### src/rtl/mem_port_arbiter_if.sv
// Bus bundle between the fetch/data requesters, the shared memory port and mem_port_arbiter.
// slave = arbiter side; master = requesters plus memory side.
interface mem_port_arbiter_if #(
  parameter int ADDR_W = 8,
  parameter int DATA_W = 24
);
  logic              f_req;
  logic              f_we;
  logic [ADDR_W-1:0] f_addr;
  logic [DATA_W-1:0] f_wdata;
  logic              f_gnt;
  logic              f_ack;
  logic [DATA_W-1:0] f_rdata;

  logic              d_req;
  logic              d_we;
  logic [ADDR_W-1:0] d_addr;
  logic [DATA_W-1:0] d_wdata;
  logic              d_gnt;
  logic              d_ack;
  logic [DATA_W-1:0] d_rdata;

  logic              mem_en;
  logic              mem_we;
  logic [ADDR_W-1:0] mem_addr;
  logic [DATA_W-1:0] mem_wdata;
  logic [DATA_W-1:0] mem_rdata;
  logic              busy;

  modport slave (
    input  f_req, f_we, f_addr, f_wdata,
    output f_gnt, f_ack, f_rdata,
    input  d_req, d_we, d_addr, d_wdata,
    output d_gnt, d_ack, d_rdata,
    output mem_en, mem_we, mem_addr, mem_wdata,
    input  mem_rdata,
    output busy
  );

  modport master (
    output f_req, f_we, f_addr, f_wdata,
    input  f_gnt, f_ack, f_rdata,
    output d_req, d_we, d_addr, d_wdata,
    input  d_gnt, d_ack, d_rdata,
    input  mem_en, mem_we, mem_addr, mem_wdata,
    output mem_rdata,
    input  busy
  );
endinterface

### src/rtl/mem_port_arbiter.sv
// Fetch/data arbiter for the single synchronous memory port; one transaction in flight at a time.
// Define MEM_ARB_FIXED_PRIO_EN for fixed data-port priority; default is round-robin on ties.
//
// state  | meaning
// IDLE   | no transaction; arbitrate pending requests and latch the winner
// ACCESS | drive mem_en for one cycle, pulse owner gnt, load latency counter
// WAIT   | count down memory latency; capture read data on terminal count
// RESP   | pulse owner ack, record owner for round-robin
module mem_port_arbiter #(
  parameter int ADDR_W  = 8,
  parameter int DATA_W  = 24,
  parameter int MEM_LAT = 2
) (
  input  logic                clk,
  input  logic                rst,
  mem_port_arbiter_if.slave   bus
);

  typedef enum logic [1:0] {
    IDLE   = 2'd0,
    ACCESS = 2'd1,
    WAIT   = 2'd2,
    RESP   = 2'd3
  } state_t;

  localparam int CNT_W = 3;
  localparam logic [CNT_W-1:0] CNT_LOAD = CNT_W'(MEM_LAT - 1);

  state_t            state;
  state_t            state_nxt;
  logic [CNT_W-1:0]  cnt;
  logic [CNT_W-1:0]  cnt_nxt;

  logic              own_d;
  logic              we_q;
  logic [ADDR_W-1:0] addr_q;
  logic [DATA_W-1:0] wdata_q;
  logic [DATA_W-1:0] f_rdata_q;
  logic [DATA_W-1:0] d_rdata_q;

  logic              any_req;
  logic              pick_d;
  logic              capture;

  assign any_req = bus.f_req | bus.d_req;
  assign capture = (state == WAIT) && (cnt == '0) && !we_q;

`ifdef MEM_ARB_FIXED_PRIO_EN
  assign pick_d = bus.d_req;
`else
  // last_d = 1 means the data port was served last, so fetch wins the next tie
  logic last_d;

  assign pick_d = bus.d_req && (!bus.f_req || !last_d);

  always_ff @(posedge clk) begin
    if (rst) begin
      last_d <= 1'b1;
    end else if (state == RESP) begin
      last_d <= own_d;
    end
  end
`endif

  always_ff @(posedge clk) begin
    if (rst) begin
      state <= IDLE;
      cnt   <= '0;
    end else begin
      state <= state_nxt;
      cnt   <= cnt_nxt;
    end
  end

  always_comb begin
    state_nxt = state;
    cnt_nxt   = cnt;
    unique case (state)
      IDLE: begin
        if (any_req) begin
          state_nxt = ACCESS;
        end
      end
      ACCESS: begin
        cnt_nxt   = CNT_LOAD;
        state_nxt = WAIT;
      end
      WAIT: begin
        if (cnt == '0) begin
          state_nxt = RESP;
        end else begin
          cnt_nxt = cnt - 1'b1;
        end
      end
      RESP: begin
        state_nxt = IDLE;
      end
    endcase
  end

  always_ff @(posedge clk) begin
    if (rst) begin
      own_d     <= 1'b0;
      we_q      <= 1'b0;
      addr_q    <= '0;
      wdata_q   <= '0;
      f_rdata_q <= '0;
      d_rdata_q <= '0;
    end else begin
      if ((state == IDLE) && any_req) begin
        own_d   <= pick_d;
        we_q    <= pick_d ? bus.d_we    : bus.f_we;
        addr_q  <= pick_d ? bus.d_addr  : bus.f_addr;
        wdata_q <= pick_d ? bus.d_wdata : bus.f_wdata;
      end
      if (capture) begin
        if (own_d) begin
          d_rdata_q <= bus.mem_rdata;
        end else begin
          f_rdata_q <= bus.mem_rdata;
        end
      end
    end
  end

  // Outputs come only from state and registers; no req-to-output path.
  assign bus.mem_en    = (state == ACCESS);
  assign bus.mem_we    = (state == ACCESS) && we_q;
  assign bus.mem_addr  = addr_q;
  assign bus.mem_wdata = wdata_q;
  assign bus.f_gnt     = (state == ACCESS) && !own_d;
  assign bus.d_gnt     = (state == ACCESS) &&  own_d;
  assign bus.f_ack     = (state == RESP)   && !own_d;
  assign bus.d_ack     = (state == RESP)   &&  own_d;
  assign bus.f_rdata   = f_rdata_q;
  assign bus.d_rdata   = d_rdata_q;
  assign bus.busy      = (state != IDLE);

endmodule

### src/flat_wrapper.sv
// flat-port wrapper written by rule: the top's interface ports become plain ports
module mem_port_arbiter_flat 
#(
  parameter int ADDR_W  = 8,
  parameter int DATA_W  = 24,
  parameter int MEM_LAT = 2
)
  (clk, rst, bus_f_req, bus_f_we, bus_f_addr, bus_f_wdata, bus_f_gnt, bus_f_ack, bus_f_rdata, bus_d_req, bus_d_we, bus_d_addr, bus_d_wdata, bus_d_gnt, bus_d_ack, bus_d_rdata, bus_mem_en, bus_mem_we, bus_mem_addr, bus_mem_wdata, bus_mem_rdata, bus_busy);
  mem_port_arbiter_if #(.ADDR_W(ADDR_W), .DATA_W(DATA_W)) bus_i ();
  input  logic clk;
  input  logic rst;
  input wire logic [$bits(bus_i.f_req)-1:0] bus_f_req;
  input wire logic [$bits(bus_i.f_we)-1:0] bus_f_we;
  input wire logic [$bits(bus_i.f_addr)-1:0] bus_f_addr;
  input wire logic [$bits(bus_i.f_wdata)-1:0] bus_f_wdata;
  output wire logic [$bits(bus_i.f_gnt)-1:0] bus_f_gnt;
  output wire logic [$bits(bus_i.f_ack)-1:0] bus_f_ack;
  output wire logic [$bits(bus_i.f_rdata)-1:0] bus_f_rdata;
  input wire logic [$bits(bus_i.d_req)-1:0] bus_d_req;
  input wire logic [$bits(bus_i.d_we)-1:0] bus_d_we;
  input wire logic [$bits(bus_i.d_addr)-1:0] bus_d_addr;
  input wire logic [$bits(bus_i.d_wdata)-1:0] bus_d_wdata;
  output wire logic [$bits(bus_i.d_gnt)-1:0] bus_d_gnt;
  output wire logic [$bits(bus_i.d_ack)-1:0] bus_d_ack;
  output wire logic [$bits(bus_i.d_rdata)-1:0] bus_d_rdata;
  output wire logic [$bits(bus_i.mem_en)-1:0] bus_mem_en;
  output wire logic [$bits(bus_i.mem_we)-1:0] bus_mem_we;
  output wire logic [$bits(bus_i.mem_addr)-1:0] bus_mem_addr;
  output wire logic [$bits(bus_i.mem_wdata)-1:0] bus_mem_wdata;
  input wire logic [$bits(bus_i.mem_rdata)-1:0] bus_mem_rdata;
  output wire logic [$bits(bus_i.busy)-1:0] bus_busy;
  assign bus_i.f_req = bus_f_req;
  assign bus_i.f_we = bus_f_we;
  assign bus_i.f_addr = bus_f_addr;
  assign bus_i.f_wdata = bus_f_wdata;
  assign bus_f_gnt = bus_i.f_gnt;
  assign bus_f_ack = bus_i.f_ack;
  assign bus_f_rdata = bus_i.f_rdata;
  assign bus_i.d_req = bus_d_req;
  assign bus_i.d_we = bus_d_we;
  assign bus_i.d_addr = bus_d_addr;
  assign bus_i.d_wdata = bus_d_wdata;
  assign bus_d_gnt = bus_i.d_gnt;
  assign bus_d_ack = bus_i.d_ack;
  assign bus_d_rdata = bus_i.d_rdata;
  assign bus_mem_en = bus_i.mem_en;
  assign bus_mem_we = bus_i.mem_we;
  assign bus_mem_addr = bus_i.mem_addr;
  assign bus_mem_wdata = bus_i.mem_wdata;
  assign bus_i.mem_rdata = bus_mem_rdata;
  assign bus_busy = bus_i.busy;
  mem_port_arbiter #(.ADDR_W(ADDR_W), .DATA_W(DATA_W), .MEM_LAT(MEM_LAT)) u_core (.clk(clk), .rst(rst), .bus(bus_i));
endmodule
### config.mk
export PLATFORM = sky130hd
export DESIGN_NAME = mem_port_arbiter_flat
export DESIGN_NICKNAME = d
export VERILOG_FILES = /design/src/rtl/mem_port_arbiter_if.sv /design/src/rtl/mem_port_arbiter.sv /design/src/flat_wrapper.sv
export SDC_FILE = /design/constraint.sdc
export NUM_CORES = 1
export LEC_CHECK = 0
export BUFFER_PORTS_ARGS = -buffer_cell sky130_fd_sc_hd__buf_2
export CAP_MARGIN = 30
export CORE_MARGIN = 2
export CORE_UTILIZATION = 46
export DETAILED_ROUTE_END_ITERATION = 16
export HOLD_SLACK_MARGIN = 0.15
export PLACE_DENSITY = 0.8
export SETUP_SLACK_MARGIN = 0.3
export SYNTH_ARGS = -nofsm -noshare
export SYNTH_HDL_FRONTEND = slang
export SYNTH_SLANG_ARGS = --single-unit
### constraint.sdc
create_clock -name clk -period 1.87 [get_ports clk]
set_input_delay 0.374 -clock clk [delete_from_list [all_inputs] [get_ports clk]]
set_output_delay 0.374 -clock clk [all_outputs]
set_load 0.01 [all_outputs]
==> results of run 1 <==
power by group through the flow:
| stage | Combinational (mW) | Clock, mW | Sequential [mW] |
|---|---|---|---|
| after detailed placement | 2.36 | 0 | 2.53 |
| final | 2.58 | 1.31 | 2.53 |
| after global routing | 2.83 | 1.42 | 2.58 |
| after global placement | 2.28 | 0 | 2.52 |
| after CTS | 2.46 | 1.34 | 2.51 |
| after floorplan | 1.41 | 0 | 2.68 |
registers in the layout (all words and copies together), names as in the netlist:
signal	cells
u_core.last_d	1
u_core.we_q	1
u_core.state	2
u_core.bus.f_rdata	24
u_core.bus.d_rdata	24
u_core.bus.mem_wdata	24
u_core.cnt	3
u_core.own_d	1
u_core.bus.mem_addr	8
repair_timing:
item                       4_1_cts  5_1_grt
hold buffers                     0        0
pin swaps                        0        1
buffers inserted                 1        2
cloned                           1        4
setup endpoints to repair       55       59
gates resized for setup         16       19
worst register-to-register path: stages (launching register included):
cell       delay, ns
dfxtp_2         0.35
inv_1           0.06
ha_1            0.22
ha_4            0.20
nand4bb_1       0.16
buf_4           0.23
nand2_1         0.08
a21oi_1         0.21
kinds of logic (layout without fill, tap and decap cells):
kind of cell               after synthesis  count (layout)  synth area share (%)
muxes                                    1               1                 0.266
and+or+nand+nor                        182             185                  19.7
DFF                                     88              88                  46.9
AOI/OAI and AO/OA                      128             128                  24.4
adders and majority gates                6               6                  2.00
buffers and inverters                   41             216                  6.72
Yosys cell counts, drive strengths merged (3+ instances only):
| cell type | instances | area (sq um) |
|---|---|---|
| nand2 | 129 | 484 |
| and2 | 4 | 27.5 |
| a21oi | 84 | 424 |
| o21a | 3 | 23.8 |
| o21ai | 3 | 18.8 |
| nand2b | 4 | 25.0 |
| dfxtp | 88 | 1760 |
| clkbuf | 11 | 41.3 |
| nor2 | 39 | 146 |
| buf | 23 | 185 |
| inv | 7 | 26.3 |
| ha | 6 | 75.1 |
| a211oi | 34 | 405 |
per-stage QoR:
| step | setup WS [ns] | cell area [sq um] |
|---|---|---|
| floorplan | 0.353 | 3760 |
| global placement | 0.277 | 4670 |
| detailed placement | 0.188 | 4670 |
| CTS | 0.195 | 4940 |
| global route | 0.171 | 5070 |
| finish | 0.220 | 5070 |
worst paths after layout:
| kind | startpoint | endpoint | slack [ns] | depth (start not counted) |
|---|---|---|---|---|
| max | u_core.state[1] | bus_f_gnt | 0.22 | 4 |
| max reg2reg | u_core.cnt[0] | u_core.bus.f_rdata[20] | 0.30 | 7 |
| min | bus_mem_rdata[12] | u_core.bus.f_rdata[12] | 0.25 | 3 |
| min reg2reg | u_core.cnt[0] | u_core.cnt[0] | 0.43 | 1 |
cell type report:
cell class | instances | area [sq um] | area share [%]
sequential | 88 | 1770 | 34.9
clock buffer | 9 | 124 | 2.44
tap | 102 | 128 | 2.51
timing repair buffer | 193 | 1100 | 21.7
inverter | 7 | 28.8 | 0.567
multi-input combinational | 320 | 1850 | 36.4
clock inverter | 7 | 70.1 | 1.38
per-layer routing:
metal	vias up	track usage [%]	wire length, um
met5	-	0	0
met4	0	8.57	254
met3	25	5.19	718
met2	152	42.7	5580
met1	1756	26.4	4240
li1	1842	-	-
==> impl_metrics.env, run 1 <==
export IMPL_place_hpwl_mm=7.17
export IMPL_p_int_mw=3.94
export IMPL_dp_cells=702
export IMPL_ir_worst_vdd_mv=0.608
export IMPL_syn_cell_area_sq_mm=0.00376
export IMPL_critPathMaxFanout=5
export IMPL_final_cell_mix="176 x buf_2, 129 x nand2_1, 84 x dfxtp_1"
export IMPL_grt_start_max_net_pins=50
export IMPL_max_cap_viol_count=0
export IMPL_ys_seq_area_share_pct=46.9
export IMPL_critPathSlowestCell="dfxtp_4"
export IMPL_syn_inst=446
export IMPL_fillers=670
export IMPL_synth_edf_count=0
export IMPL_cts_buffer_depth=2
export IMPL_grt_first_pass_wirelength_mm=16.3
export IMPL_p_sw_share_pct=38.7
export IMPL_antenna_cells=0
export IMPL_die_area_sq_mm=0.00891
export IMPL_synth_seq_cells=88
export IMPL_clockPowerShare_pct=20.4
export IMPL_leakagePower_nw=2.30
export IMPL_period_share_pct=88.2
export IMPL_avgSynthCellArea_sq_um=8.43
export IMPL_synthFlopType="dfxtp_1"
export IMPL_vias=3775
export IMPL_slew_viol_final=0
export IMPL_clk_pin_slew_ns=0.11
export IMPL_io_pins=181
export IMPL_cts_tree="yes"
export IMPL_combPwrFrac_pct=40.2
export IMPL_via_per_inst=5.20
export IMPL_synth_cell_type_count=31
export IMPL_worst_slew_pin_slew_ns=0.399
export IMPL_drc=0
export IMPL_final_common_cell="buf_2"
export IMPL_fmax_mhz=606
export IMPL_stdcell_count=726
export IMPL_dr_pass1_iters=5
export IMPL_die_h_um=94.4
export IMPL_cts_num_sinks=88
export IMPL_globalplace_congestion=0.804
export IMPL_switching_power_mw=2.48
export IMPL_finalCoreUtilization_pct=65.0
export IMPL_path_cells="inv_4 -> ha_4 -> and2b_2 -> buf_6"
export IMPL_cp_data_arrival_time_ns=1.28
export IMPL_setup_viol=0
export IMPL_cp_num_buf_inv=2
export IMPL_cp_end_kind="output pin"
export IMPL_finalSetupTns_ns=0
export IMPL_layout_nets=719
export IMPL_startpoint_type="flop"
export IMPL_first_global_vias=3547
export IMPL_num_rows=32
export IMPL_dieWidth_um=94.4
export IMPL_pwr_density_cell_mw_per_mm2=1270
export IMPL_path_delay_family="flip-flops"
export IMPL_drtIter0Drc=191
export IMPL_hold_violations=0
export IMPL_rsz0062_at_grt="true"
export IMPL_yosysWarnings=0
export IMPL_placeableCoreArea_sq_mm=0.00781
export IMPL_whs_ns=0.246
export IMPL_cts_buffers=9
export IMPL_root_buffer="clkbuf_8"
export IMPL_initial_utilization_pct=48.1
export IMPL_portBuffers=180
export IMPL_ant_nets=0
export IMPL_synthArstFlopShare_pct=0
export IMPL_grt_use_total_pct=23.3
export IMPL_worstSetupPathType="reg -> out"
export IMPL_cp_data_required_time_ns=1.50
export IMPL_seqPwrFrac_pct=39.4
export IMPL_gr_total_overflow=0
export IMPL_antenna_found_initial=0
export IMPL_avgRoutedWirePerCell_um=14.9
export IMPL_relSlewSlack_pct=73.4
export IMPL_skew_ns=0.0168
export IMPL_layout_drive_gt1_share_pct=42.8
export IMPL_syn_to_final_growth_pct=35.0
export IMPL_wirelength_mm=10.8
export IMPL_slowest_delay_ns=0.39
export IMPL_syn_num_nets=546
export IMPL_fin_crit_ns=1.65
export IMPL_h_tree_depth=3
export IMPL_power_mw=6.42
export IMPL_hp_class="in -> reg"
export IMPL_clk_latency_ns=0.37
export IMPL_status="finished, final reports clean"
Power figures use the tool's default switching activity.
==> run 2: changes to the inputs <==
Clock period 1.87 ns to 1.7 ns, I/O delays scaled along.
==> impl_metrics.env, run 2 (synthesized netlist as in run 1, its figures left out) <==
export IMPL_status="finished, final reports clean"
export IMPL_critPathSlowestCell="dfxtp_4"
export IMPL_worstSetupPathType="reg -> out"
export IMPL_ant_nets=0
export IMPL_dp_cells=703
export IMPL_worst_slew_pin_slew_ns=0.392
export IMPL_clockPowerShare_pct=16.2
export IMPL_dr_pass1_iters=4
export IMPL_drtIter0Drc=98
export IMPL_startpoint_type="flop"
export IMPL_final_cell_mix="176 x buf_2, 127 x nand2_1, 83 x dfxtp_1"
export IMPL_grt_start_max_net_pins=43
export IMPL_multi_input_area_sq_mm=0.00226
export IMPL_initial_utilization_pct=48.1
export IMPL_finalCoreUtilization_pct=73.5
export IMPL_cp_data_required_time_ns=1.36
export IMPL_hold_violations=0
export IMPL_fin_crit_ns=1.59
export IMPL_ir_worst_vdd_mv=0.920
export IMPL_setup_viol=0
export IMPL_die_h_um=94.4
export IMPL_reg2reg_to="u_core.bus.f_rdata[14]"
export IMPL_cts_tree="yes"
export IMPL_hold_depth=3
export IMPL_worstHoldStart="bus_mem_rdata[10]"
export IMPL_placeableCoreArea_sq_mm=0.00781
export IMPL_drc=0
export IMPL_slowest_delay_ns=0.39
export IMPL_critPathMaxFanout=5
export IMPL_finalInstanceArea_sq_mm=0.00574
export IMPL_slew_viol_final=0
export IMPL_cp_data_arrival_time_ns=1.25
export IMPL_syn_to_final_growth_pct=52.7
export IMPL_path_cells="inv_4 -> ha_4 -> and2b_2 -> buf_6"
export IMPL_seqPwrFrac_pct=34.7
export IMPL_finalSetupTns_ns=0
export IMPL_avgRoutedWirePerCell_um=16.8
export IMPL_first_global_vias=3654
export IMPL_period_share_pct=93.3
export IMPL_layout_nets=732
export IMPL_io_pins=181
export IMPL_grt_use_total_pct=22.6
export IMPL_reg2regPathDepth=8
export IMPL_r2r_start="u_core.cnt[0]"
export IMPL_clk_pin_slew_ns=0.10
export IMPL_layout_drive_gt1_share_pct=54.0
export IMPL_gr_total_overflow=0
export IMPL_place_hpwl_mm=7.29
export IMPL_h_tree_depth=3
export IMPL_hold_path_endpoint="u_core.bus.f_rdata[10]"
export IMPL_portBuffers=180
export IMPL_cp_end_kind="output pin"
export IMPL_relSlewSlack_pct=73.9
export IMPL_combPwrFrac_pct=49.1
export IMPL_die_area_sq_mm=0.00891
export IMPL_p_sw_share_pct=39.9
export IMPL_via_per_inst=5.38
export IMPL_pwr_density_cell_mw_per_mm2=1460
export IMPL_antenna_cells=0
export IMPL_switching_power_mw=3.35
export IMPL_max_cap_viol_count=0
export IMPL_vias=3977
export IMPL_dpl_cell_area_sq_mm=0.00474
export IMPL_rsz0062_at_grt="true"
export IMPL_clk_latency_ns=0.35
export IMPL_cts_buffers=9
export IMPL_reg2reg_slack_ns=0.16
export IMPL_cts_hold_buffers_added=0
export IMPL_stdcell_count=739
export IMPL_leakagePower_nw=2.48
export IMPL_grt_first_pass_wirelength_mm=16.1
export IMPL_skew_ns=0.00899
export IMPL_hp_class="in -> reg"
export IMPL_wirelength_mm=12.4
export IMPL_antenna_found_initial=0
export IMPL_dieWidth_um=94.4
export IMPL_root_buffer="clkbuf_8"
export IMPL_fmax_mhz=631
export IMPL_p_int_mw=5.05
export IMPL_final_common_cell="buf_2"
export IMPL_cts_buffer_depth=2
export IMPL_cts_num_sinks=88
export IMPL_num_rows=32
export IMPL_register_area_sq_mm=0.00177
export IMPL_fillers=547
export IMPL_globalplace_congestion=0.806
## run 2: final cells by class
cell class | instances | area share [%]
multi-input cells | 320 | 39.3
flip-flops and latches | 88 | 30.9
repair buffers | 206 | 23.9
clock buffers | 10 | 2.22
well taps | 102 | 2.22
clock inverters | 6 | 0.894
inverters | 7 | 0.545
## run 2: what timing repair did
action / CTS / global route
setup endpoints to repair: 91 / 93
pin swaps: 1 / 40
resized for setup: 15 / 122
buffers inserted: 1 / 7
hold endpoints to repair: 0 / 0
gates cloned: 0 / 12
## run 2: worst max-delay path by stage
stage,cells after the start,startpoint,slack (ns),end
floorplan,8,u_core.cnt[0],0.30,u_core.bus.f_rdata[21]
CTS,4,u_core.state[1],0.09,bus_f_gnt
finish,4,u_core.state[1],0.11,bus_f_gnt
global placement,6,u_core.cnt[0],0.13,u_core.bus.f_rdata[7]
detailed placement,6,u_core.cnt[0],0.01,u_core.bus.f_rdata[13]
global route,4,u_core.state[1],0.06,bus_d_gnt
## run 2: per-stage QoR
stage                     setup WS, ns  hold WS [ns]  power (mW)
after floorplan                  0.304         0.411        4.55
after global placement           0.134         0.425        5.35
after detailed placement        0.0113         0.433        5.46
after CTS                       0.0946         0.215        6.89
after global routing            0.0649         0.214        8.84
final                            0.114         0.228        8.40
## run 2: power by group through the flow
stage | Clock [mW] | Sequential [mW] | Combinational, mW
after floorplan | 0 | 2.95 | 1.59
after global placement | 0 | 2.77 | 2.58
after detailed placement | 0 | 2.79 | 2.67
after CTS | 1.37 | 2.77 | 2.75
after global routing | 1.48 | 2.96 | 4.40
final | 1.36 | 2.92 | 4.13
## run 2: layer usage
layer | track usage (%) | share of wire, % | vias to the layer above
met3 | 6.23 | 8.5 | 21
met5 | 0 | 0 | -
met1 | 26.4 | 39 | 1879
met4 | 6.40 | 2.0 | 0
met2 | 40.4 | 51 | 196
li1 | - | - | 1881
## run 2: worst max-delay path, delay by kind of cell (launching register included)
kind / cells / cell delay, ns
adder cells (fa/ha/maj): 1 / 0.16
flip-flops: 1 / 0.39
buffers and inverters: 2 / 0.16
AND/OR/NAND/NOR: 1 / 0.19
